### src/rtl/po_cko_pad_array.sv
// Purpose: NUM_CH pad-output channels (bypass/registered/divided clock/forced low), serial config with shadow update, scan on q. Optional OE via PO_CKO_PAD_OE_EN.
// Latency: bypass 0 cycles, registered 1 cycle, divider first toggle div+1 cycles after update/reset; config active the cycle after cfg_update.
// Backpressure: none, free-running; scan (SE0) freezes functional capture and dividers, the config shift chain runs independently.
module po_cko_pad_array #(
   parameter int NUM_CH = 4,
   parameter int DIV_W  = 4
) (
   input  logic              po_cko_pad_clk,
   input  logic              po_cko_pad_reset,
   input  logic              SE0,
   input  logic              po_cko_pad_sc_in,
   output logic              po_cko_pad_sc_out,
   input  logic [NUM_CH-1:0] po_cko_pad_f2a_i,
   input  logic              cfg_shift_en,
   input  logic              cfg_in,
   input  logic              cfg_update,
   output logic              cfg_out,
`ifdef PO_CKO_PAD_OE_EN
   output logic [NUM_CH-1:0] gfpga_pad_oe,
`endif
   output logic [NUM_CH-1:0] gfpga_pad_poutput_F2A
);

`ifdef PO_CKO_PAD_OE_EN
   localparam int OE_W = 1;
`else
   localparam int OE_W = 0;
`endif
   // per-channel field: {oe (optional), div, mode}, channel 0 at the LSBs
   localparam int FLD_W = 2 + DIV_W + OE_W;
   localparam int CFG_W = NUM_CH * FLD_W;

   localparam logic [1:0] MODE_BYP = 2'd0;
   localparam logic [1:0] MODE_REG = 2'd1;
   localparam logic [1:0] MODE_DIV = 2'd2;
   localparam logic [1:0] MODE_LOW = 2'd3;

   logic [CFG_W-1:0]  shift_reg;
   logic [CFG_W-1:0]  active_cfg;
   logic [NUM_CH-1:0] q;
   logic [DIV_W-1:0]  cnt  [NUM_CH];
   logic [1:0]        mode [NUM_CH];
   logic [DIV_W-1:0]  div  [NUM_CH];

   // slice the active configuration into per-channel fields
   for (genvar g = 0; g < NUM_CH; g++) begin : g_dec
      assign mode[g] = active_cfg[g*FLD_W +: 2];
      assign div[g]  = active_cfg[g*FLD_W+2 +: DIV_W];
   end

   // config chain: shift and update are independent; update sees the pre-shift value
   always_ff @(posedge po_cko_pad_clk) begin
      if (po_cko_pad_reset) begin
         shift_reg  <= '0;
         active_cfg <= '0;
      end else begin
         if (cfg_shift_en)
            shift_reg <= {shift_reg[CFG_W-2:0], cfg_in};
         if (cfg_update)
            active_cfg <= shift_reg;
      end
   end

   assign cfg_out = shift_reg[CFG_W-1];

   // data flops and dividers: scan beats update, update restarts every channel
   always_ff @(posedge po_cko_pad_clk) begin
      if (po_cko_pad_reset) begin
         q <= '0;
         for (int k = 0; k < NUM_CH; k++)
            cnt[k] <= '0;
      end else if (SE0) begin
         q[0] <= po_cko_pad_sc_in;
         for (int k = 1; k < NUM_CH; k++)
            q[k] <= q[k-1];
      end else if (cfg_update) begin
         q <= '0;
         for (int k = 0; k < NUM_CH; k++)
            cnt[k] <= '0;
      end else begin
         for (int k = 0; k < NUM_CH; k++) begin
            case (mode[k])
               MODE_REG: q[k] <= po_cko_pad_f2a_i[k];
               MODE_DIV: begin
                  if (cnt[k] == div[k]) begin
                     cnt[k] <= '0;
                     q[k]   <= ~q[k];
                  end else begin
                     cnt[k] <= cnt[k] + DIV_W'(1);
                  end
               end
               default: ; // bypass and forced-low leave q and cnt untouched
            endcase
         end
      end
   end

   assign po_cko_pad_sc_out = q[NUM_CH-1];

   // pad mux per channel
   always_comb begin
      gfpga_pad_poutput_F2A = '0;
      for (int k = 0; k < NUM_CH; k++) begin
         case (mode[k])
            MODE_BYP: gfpga_pad_poutput_F2A[k] = po_cko_pad_f2a_i[k];
            MODE_REG,
            MODE_DIV: gfpga_pad_poutput_F2A[k] = q[k];
            default:  gfpga_pad_poutput_F2A[k] = 1'b0;
         endcase
      end
   end

`ifdef PO_CKO_PAD_OE_EN
   // output enable straight from active config, forced off in forced-low mode
   always_comb begin
      gfpga_pad_oe = '0;
      for (int k = 0; k < NUM_CH; k++)
         gfpga_pad_oe[k] = active_cfg[k*FLD_W+2+DIV_W] && (mode[k] != MODE_LOW);
   end
`endif

endmodule

### config.mk
export PLATFORM = sky130hd
export DESIGN_NAME = po_cko_pad_array
export DESIGN_NICKNAME = d
export VERILOG_FILES = /design/src/rtl/po_cko_pad_array.sv
export SDC_FILE = /design/constraint.sdc
export NUM_CORES = 1
export LEC_CHECK = 0
export ABC_AREA = 1
export BUFFER_PORTS_ARGS = -buffer_cell sky130_fd_sc_hd__buf_4
export CAP_MARGIN = 20
export CORE_UTILIZATION = 60
export DETAILED_ROUTE_END_ITERATION = 8
export PLACE_DENSITY = 0.78
export SLEW_MARGIN = 15
export SYNTH_ARGS = -nofsm -noshare
export SYNTH_HDL_FRONTEND = slang
export SYNTH_SLANG_ARGS = --single-unit
### constraint.sdc
create_clock -name po_cko_pad_clk -period 2.4 [get_ports po_cko_pad_clk]
set_clock_uncertainty 0.05 [all_clocks]
set_input_delay 0.24 -clock po_cko_pad_clk [delete_from_list [all_inputs] [get_ports po_cko_pad_clk]]
set_output_delay 0.24 -clock po_cko_pad_clk [all_outputs]
set_load 0.01 [all_outputs]
==> results.toml, run 1 <==
[floorplan]
num_io_pins = 17
rows = 26
core-area_sq_um = 5172
initial_core_util_pct = 63.04
die_w_microns = 75.72
die_area_sq_um = 5734
die_h_microns = 75.72

[sta]
timing.fmax_ghz = 0.5677
rsz0062_at_grt = "false"
min_period_ns = 1.762
fin_tns_setup_ns = 0
tightest_slew_ns = 0.7225
period_share_pct = 73.40
hold_viol = 0
finalSetupViolations = 0
finalMaxSlewViolations = 0
relSlewSlack_pct = 51.78

[cells_and_area]
nets = 483
multi_input_area_sq_um = 1520
fill_cells = 436
drive_gt1_share_pct = 9.348
antennaDiodeCount = 0
area_growth_pct = 10.55
seq_area_sq_um = 1481
final_cells = 530

[power]
p_leak_nw = 1.606
pwr_density_cell_nw_per_um2 = 681.0
p_comb_share_pct = 11.9
pwr-share-seq_pct = 52.4
peakVddDrop_v = 0.0005453
switchingPower_uw = 649.3
internal_power_mw = 1.806
p_sw_share_pct = 26.45
p_clk_share_pct = 35.7

[setup_path]
rrSetupSlack_ns = 0.87
reg2reg_to = "cnt[3][1]"
worstSetupEndpointType = "output pin"
critPathLaunchType = "flop"
critPathCapture = "gfpga_pad_poutput_F2A[0]"
cp.arrival_ns = 1.47
cp_max_fo = 3
crit_start = "active_cfg[0]"
reg2reg_depth = 4
worstReg2RegStart = "active_cfg[18]"
cp.required_ns = 2.11
worst-setup-path-type = "flop to output pin"

[global_route]
grtUsageTotal_pct = 24.57
grt_pass1_vias = 2249
grt_max_degree = 52
grt_pass1_wl_microns = 10150
gr-total-overflow = 0
antenna_found_initial = 0

[clock_network]
cts_buffer_depth = 2
post_cts_buffers = 0
cts_tree = "yes"
cts_max_level = 3
path_clk_slew_ns = 0.07
clockRootBuffer = "clkbuf_8"
cts_sinks = 68
cts-hold-fix-buffers = 0
numCtsBuffers = 9
cts_resized = 0
clk_latency_ns = 0.35

[routing]
postRouteWirelength_microns = 6348
dr.pass1.iters = 4
dr_wl_met2_microns = 2720
wl_met3_microns = 255
drtIter0Drc = 115
top_layer = "met4"
wl_met1_microns = 3269
postRouteAntennaNets = 0
routedWlPerCell_microns = 11.98
vias_per_cell = 5.072
drc = 0
vias = 2688

[yosys]
synth_top_area_share_pct = 34.38
yosysTopAreaCell = "dfxtp_1"
synth_edf_count = 12
async_reset_ff_share_pct = 0
yosysUniqueCellTypes = 23
yosysSeqAreaShare_pct = 45.43
postSynthCellCount = 441
syn_area_sq_um = 3261
ys_top_cells_by_area = "dfxtp_1 (34%), nor2_1 (11%), edfxtp_1 (11%)"
ys_ff_latch = 68
ys_top_cells_by_count = "nor2_1 (99), nand2_1 (71), dfxtp_1 (56), o21ai_0 (55), inv_1 (49)"
synth_fp_nets = 468
yosys_warnings = 0
syn_area_per_cell_sq_um = 7.394
synthFlopType = "dfxtp_1"
yosysMostFrequentCell = "nor2_1"

[run_status]
status = "finished clean"

[placement]
place.gp.congestion = 0.8728
hpwl_microns = 4412
port_buffers = 16
numPlacedInstances = 515

[run]
maxCapViolCount = 0

[worst_hold_path]
hp-class = "input pin to flop"
## metal layers
layer | vias to the layer above | global-route usage [%]
li1 | 1433 | -
met1 | 1206 | 32.23
met2 | 40 | 37.30
met3 | 9 | 8.201
met4 | 0 | 10.08
met5 | - | 0
## cells in the final DEF (no fill, tap or decap)
cell type	n
dfxtp_1	56
buf_4	18
edfxtp_1	12
clkinv_2	1
clkbuf_1	1
or2_2	1
clkinv_1	2
xnor2_1	3
xor2_1	5
nor3_4	1
o21ai_0	55
clkbuf_8	10
inv_1	49
a21oi_1	32
ha_1	16
or2_4	3
inv_2	1
clkinvlp_4	1
inv_4	1
nand2_2	1
nor2_1	99
nor2_4	1
nand2_1	71
clkbuf_16	1
nand3_1	16
nand3_2	3
## stage by stage
stage                     hold slack, ns  setup WS (ns)  utilization [%]  power, mW  area (sq um)
final                            0.05985         0.6384            69.69      2.455          3605
after detailed placement          0.4129         0.7650            66.11      1.601          3420
after CTS                        0.05090         0.6278            69.69      2.470          3605
after global routing             0.07967         0.5174            69.69      2.565          3605
after floorplan                   0.3249          1.025                -      1.507          3261
after global placement            0.4075         0.8360            66.11      1.590          3420
## power groups by stage
| stage | clock, mW | combinational (mW) | sequential [mW] |
|---|---|---|---|
| global placement | 0 | 0.282 | 1.31 |
| detailed placement | 0 | 0.291 | 1.31 |
| finish | 0.877 | 0.291 | 1.29 |
| floorplan | 0 | 0.214 | 1.29 |
| CTS | 0.893 | 0.293 | 1.28 |
| global route | 0.937 | 0.334 | 1.29 |
## how the worst min path moves through the flow
stage                   start        endpoint  slack [ns]  cells past startpoint
2_1_floorplan          cfg_in    shift_reg[0]        0.32                      2
3_3_place_gp   active_cfg[16]  active_cfg[16]        0.41                      2
3_5_place_dp   active_cfg[21]  active_cfg[21]        0.41                      2
4_1_cts                cfg_in    shift_reg[0]        0.05                      3
5_1_grt                cfg_in    shift_reg[0]        0.08                      3
6_report               cfg_in    shift_reg[0]        0.06                      3
## critical path, stage by stage (launching register included)
cell,delay [ns]
dfxtp_1,0.34
inv_1,0.08
ha_1,0.32
nand2_1,0.06
a21oi_1,0.17
buf_4,0.14
## cells by family after synthesis
logic type,share of synthesized area (%)
xor+xnor,2.149
simple gates,24.98
compound gates,13.35
fa+ha+maj,6.140
flops,45.43
buf+inv,7.944
## cell type report
cell class,count,share of cell area [%]
clock buffers,12,4.616
multi-input cells,307,42.17
flip-flops and latches,68,41.10
inverters,52,5.415
well taps,70,2.430
clock inverters,3,0.5207
repair buffers,18,3.749
Power figures use the tool's default switching activity.
==> inputs of run 2 (changes only) <==
==> constraint.sdc (replaced) <==
create_clock -name po_cko_pad_clk -period 1.7 [get_ports po_cko_pad_clk]
set_clock_uncertainty 0.05 [all_clocks]
set_input_delay 0.17 -clock po_cko_pad_clk [delete_from_list [all_inputs] [get_ports po_cko_pad_clk]]
set_output_delay 0.17 -clock po_cko_pad_clk [all_outputs]
set_load 0.01 [all_outputs]
==> run 2 against run 1 <==
Final cell count grew 1.1%; worst hold slack got worse by 0.042 ns; sequential share of layout area down 0.36 points; die area did not move; power up 41%; register-to-register slack worse by 0.62 ns; combinational power up 46%; via count increased by 1.0%; worst setup slack lost 0.58 ns; non-clock buffer count up 6; clock power rose by 39%; largest cell class unchanged.
==> results.toml, run 2 (synthesized netlist as in run 1, its figures left out) <==
[run_status]
status = "finished clean"

[sta]
timing.fmax_ghz = 0.6110
finalSetupViolations = 0
setup_ws_ns = 0.06333
finalMaxSlewViolations = 0
period_share_pct = 96.27
rsz0062_at_grt = "false"
min_period_ns = 1.637
relSlewSlack_pct = 73.71
fin_tns_setup_ns = 0
hold_viol = 0
tightest_slew_ns = 0.3944
whs_ns = 0.01762

[cells_and_area]
drive_gt1_share_pct = 11.16
antennaDiodeCount = 0
area_growth_pct = 11.90
layout_common_cells = "nor2_1 (99), nand2_1 (71), o21ai_0 (55)"
final_common_cell = "nor2_1"
nets = 489
final_area_sq_um = 3649

[setup_path]
reg2reg_to = "cnt[0][3]"
critPathLaunchType = "flop"
worst-setup-path-type = "flop to output pin"
cp.required_ns = 1.48
rrSetupSlack_ns = 0.25
worstReg2RegStart = "active_cfg[0]"
path_buf_inv = 2
critPathCapture = "gfpga_pad_poutput_F2A[3]"
crit_family = "flip-flops"
reg2reg_depth = 7
cp_max_fo = 3
worstSetupEndpointType = "output pin"
cp.depth = 5
cp_cell_sequence = "inv_1 > ha_1 > nand2_1 > a21oi_2 > buf_4"
critPathMaxStageDelay_ns = 0.34
slowest_stage = "dfxtp_1"
crit_start = "active_cfg[18]"
cp.arrival_ns = 1.42

[worst_hold_path]
hold_path_depth = 3
hp-class = "input pin to flop"

[clock_network]
numCtsBuffers = 9
clockRootBuffer = "clkbuf_8"
cts_tree = "yes"
clk_latency_ns = 0.33
cts_sinks = 68
cts-hold-fix-buffers = 0
cts_max_level = 3
cts_buffer_depth = 2
path_clk_slew_ns = 0.07

[placement]
place_worst_setup_slack_ns = 0.2554
place.gp.congestion = 0.7704
hpwl_microns = 4607
port_buffers = 16
post_dp_cell_area_sq_um = 3465

[run]
maxCapViolCount = 0

[routing]
drtIter0Drc = 103
vias_per_cell = 5.067
dr.pass1.iters = 5
routedWlPerCell_microns = 11.93
postRouteWirelength_microns = 6395
wl_met1_microns = 3025
dr_wl_met2_microns = 3053
postRouteAntennaNets = 0
wl_met3_microns = 233
drc = 0
top_layer = "met4"
vias = 2716

[floorplan]
rows = 26
die_area_sq_um = 5734
num_io_pins = 17
die_h_microns = 75.72
core-area_sq_um = 5172
die_w_microns = 75.72
initial_core_util_pct = 63.04

[power]
peakVddDrop_v = 0.0006699
p_leak_nw = 1.633
pwr_density_cell_nw_per_um2 = 949.3

[global_route]
gr-total-overflow = 0
antenna_found_initial = 0
grtUsageTotal_pct = 24.87
grt_pass1_wl_microns = 10640
grt_max_degree = 45
grt_pass1_vias = 2478
-- run 2: cell count changes in the layout (fill, tap and decap cells not counted), moves of 2 or more --
cell / delta
clkbuf_1: +2
buf_4: +6
dfxtp_1: -4
dfxtp_2: +4
-- run 2: cell type report --
cell class	instances	area, sq um
multi-input combinational	307	1524
fill	430	1524
sequential	68	1486
inverter	52	195.2
timing repair buffer	24	180.2
clock buffer	12	135.1
tap	70	87.58
clock inverter	3	40.04
-- run 2: per-stage QoR --
stage	std cells	utilization, %	total power [mW]
CTS	536	70.44	3.491
floorplan	441	-	2.128
detailed placement	521	66.98	2.273
global placement	521	66.98	2.252
global route	536	70.54	3.630
finish	536	70.54	3.464
-- run 2: power by group --
group          leakage (nW)  total [mW]  switching, mW  internal, mW
clock                0.0902        1.22          0.556         0.666
combinational         0.950       0.426          0.250         0.175
sequential            0.592        1.82         0.0781          1.74
-- run 2: worst min-delay path by stage --
stage | to | slack [ns] | start
after detailed placement | shift_reg[0] | 0.36 | cfg_in
after floorplan | shift_reg[0] | 0.25 | cfg_in
after global placement | shift_reg[0] | 0.35 | cfg_in
final | shift_reg[0] | 0.02 | cfg_in
after CTS | shift_reg[0] | 0.01 | cfg_in
after global routing | shift_reg[0] | 0.01 | cfg_in
-- run 2: per-layer routing --
layer	vias up	global-route usage (%)
met4	0	11.73
met2	34	40.87
met5	-	0
met3	10	5.026
li1	1440	-
met1	1232	31.41
-- run 2: worst min-delay path, delay by kind of cell --
kind                   cells  cell delay [ns]
AND/OR/NAND/NOR            2             0.12
buffers and inverters      1             0.08
-- run 2: timing repair --
| item | in CTS | in global routing |
|---|---|---|
| pin swaps | 0 | 0 |
| setup buffers | 0 | 0 |
| gates resized for setup | 1 | 4 |
| setup endpoints to repair | 1 | 3 |
| hold endpoints to repair | 0 | 0 |
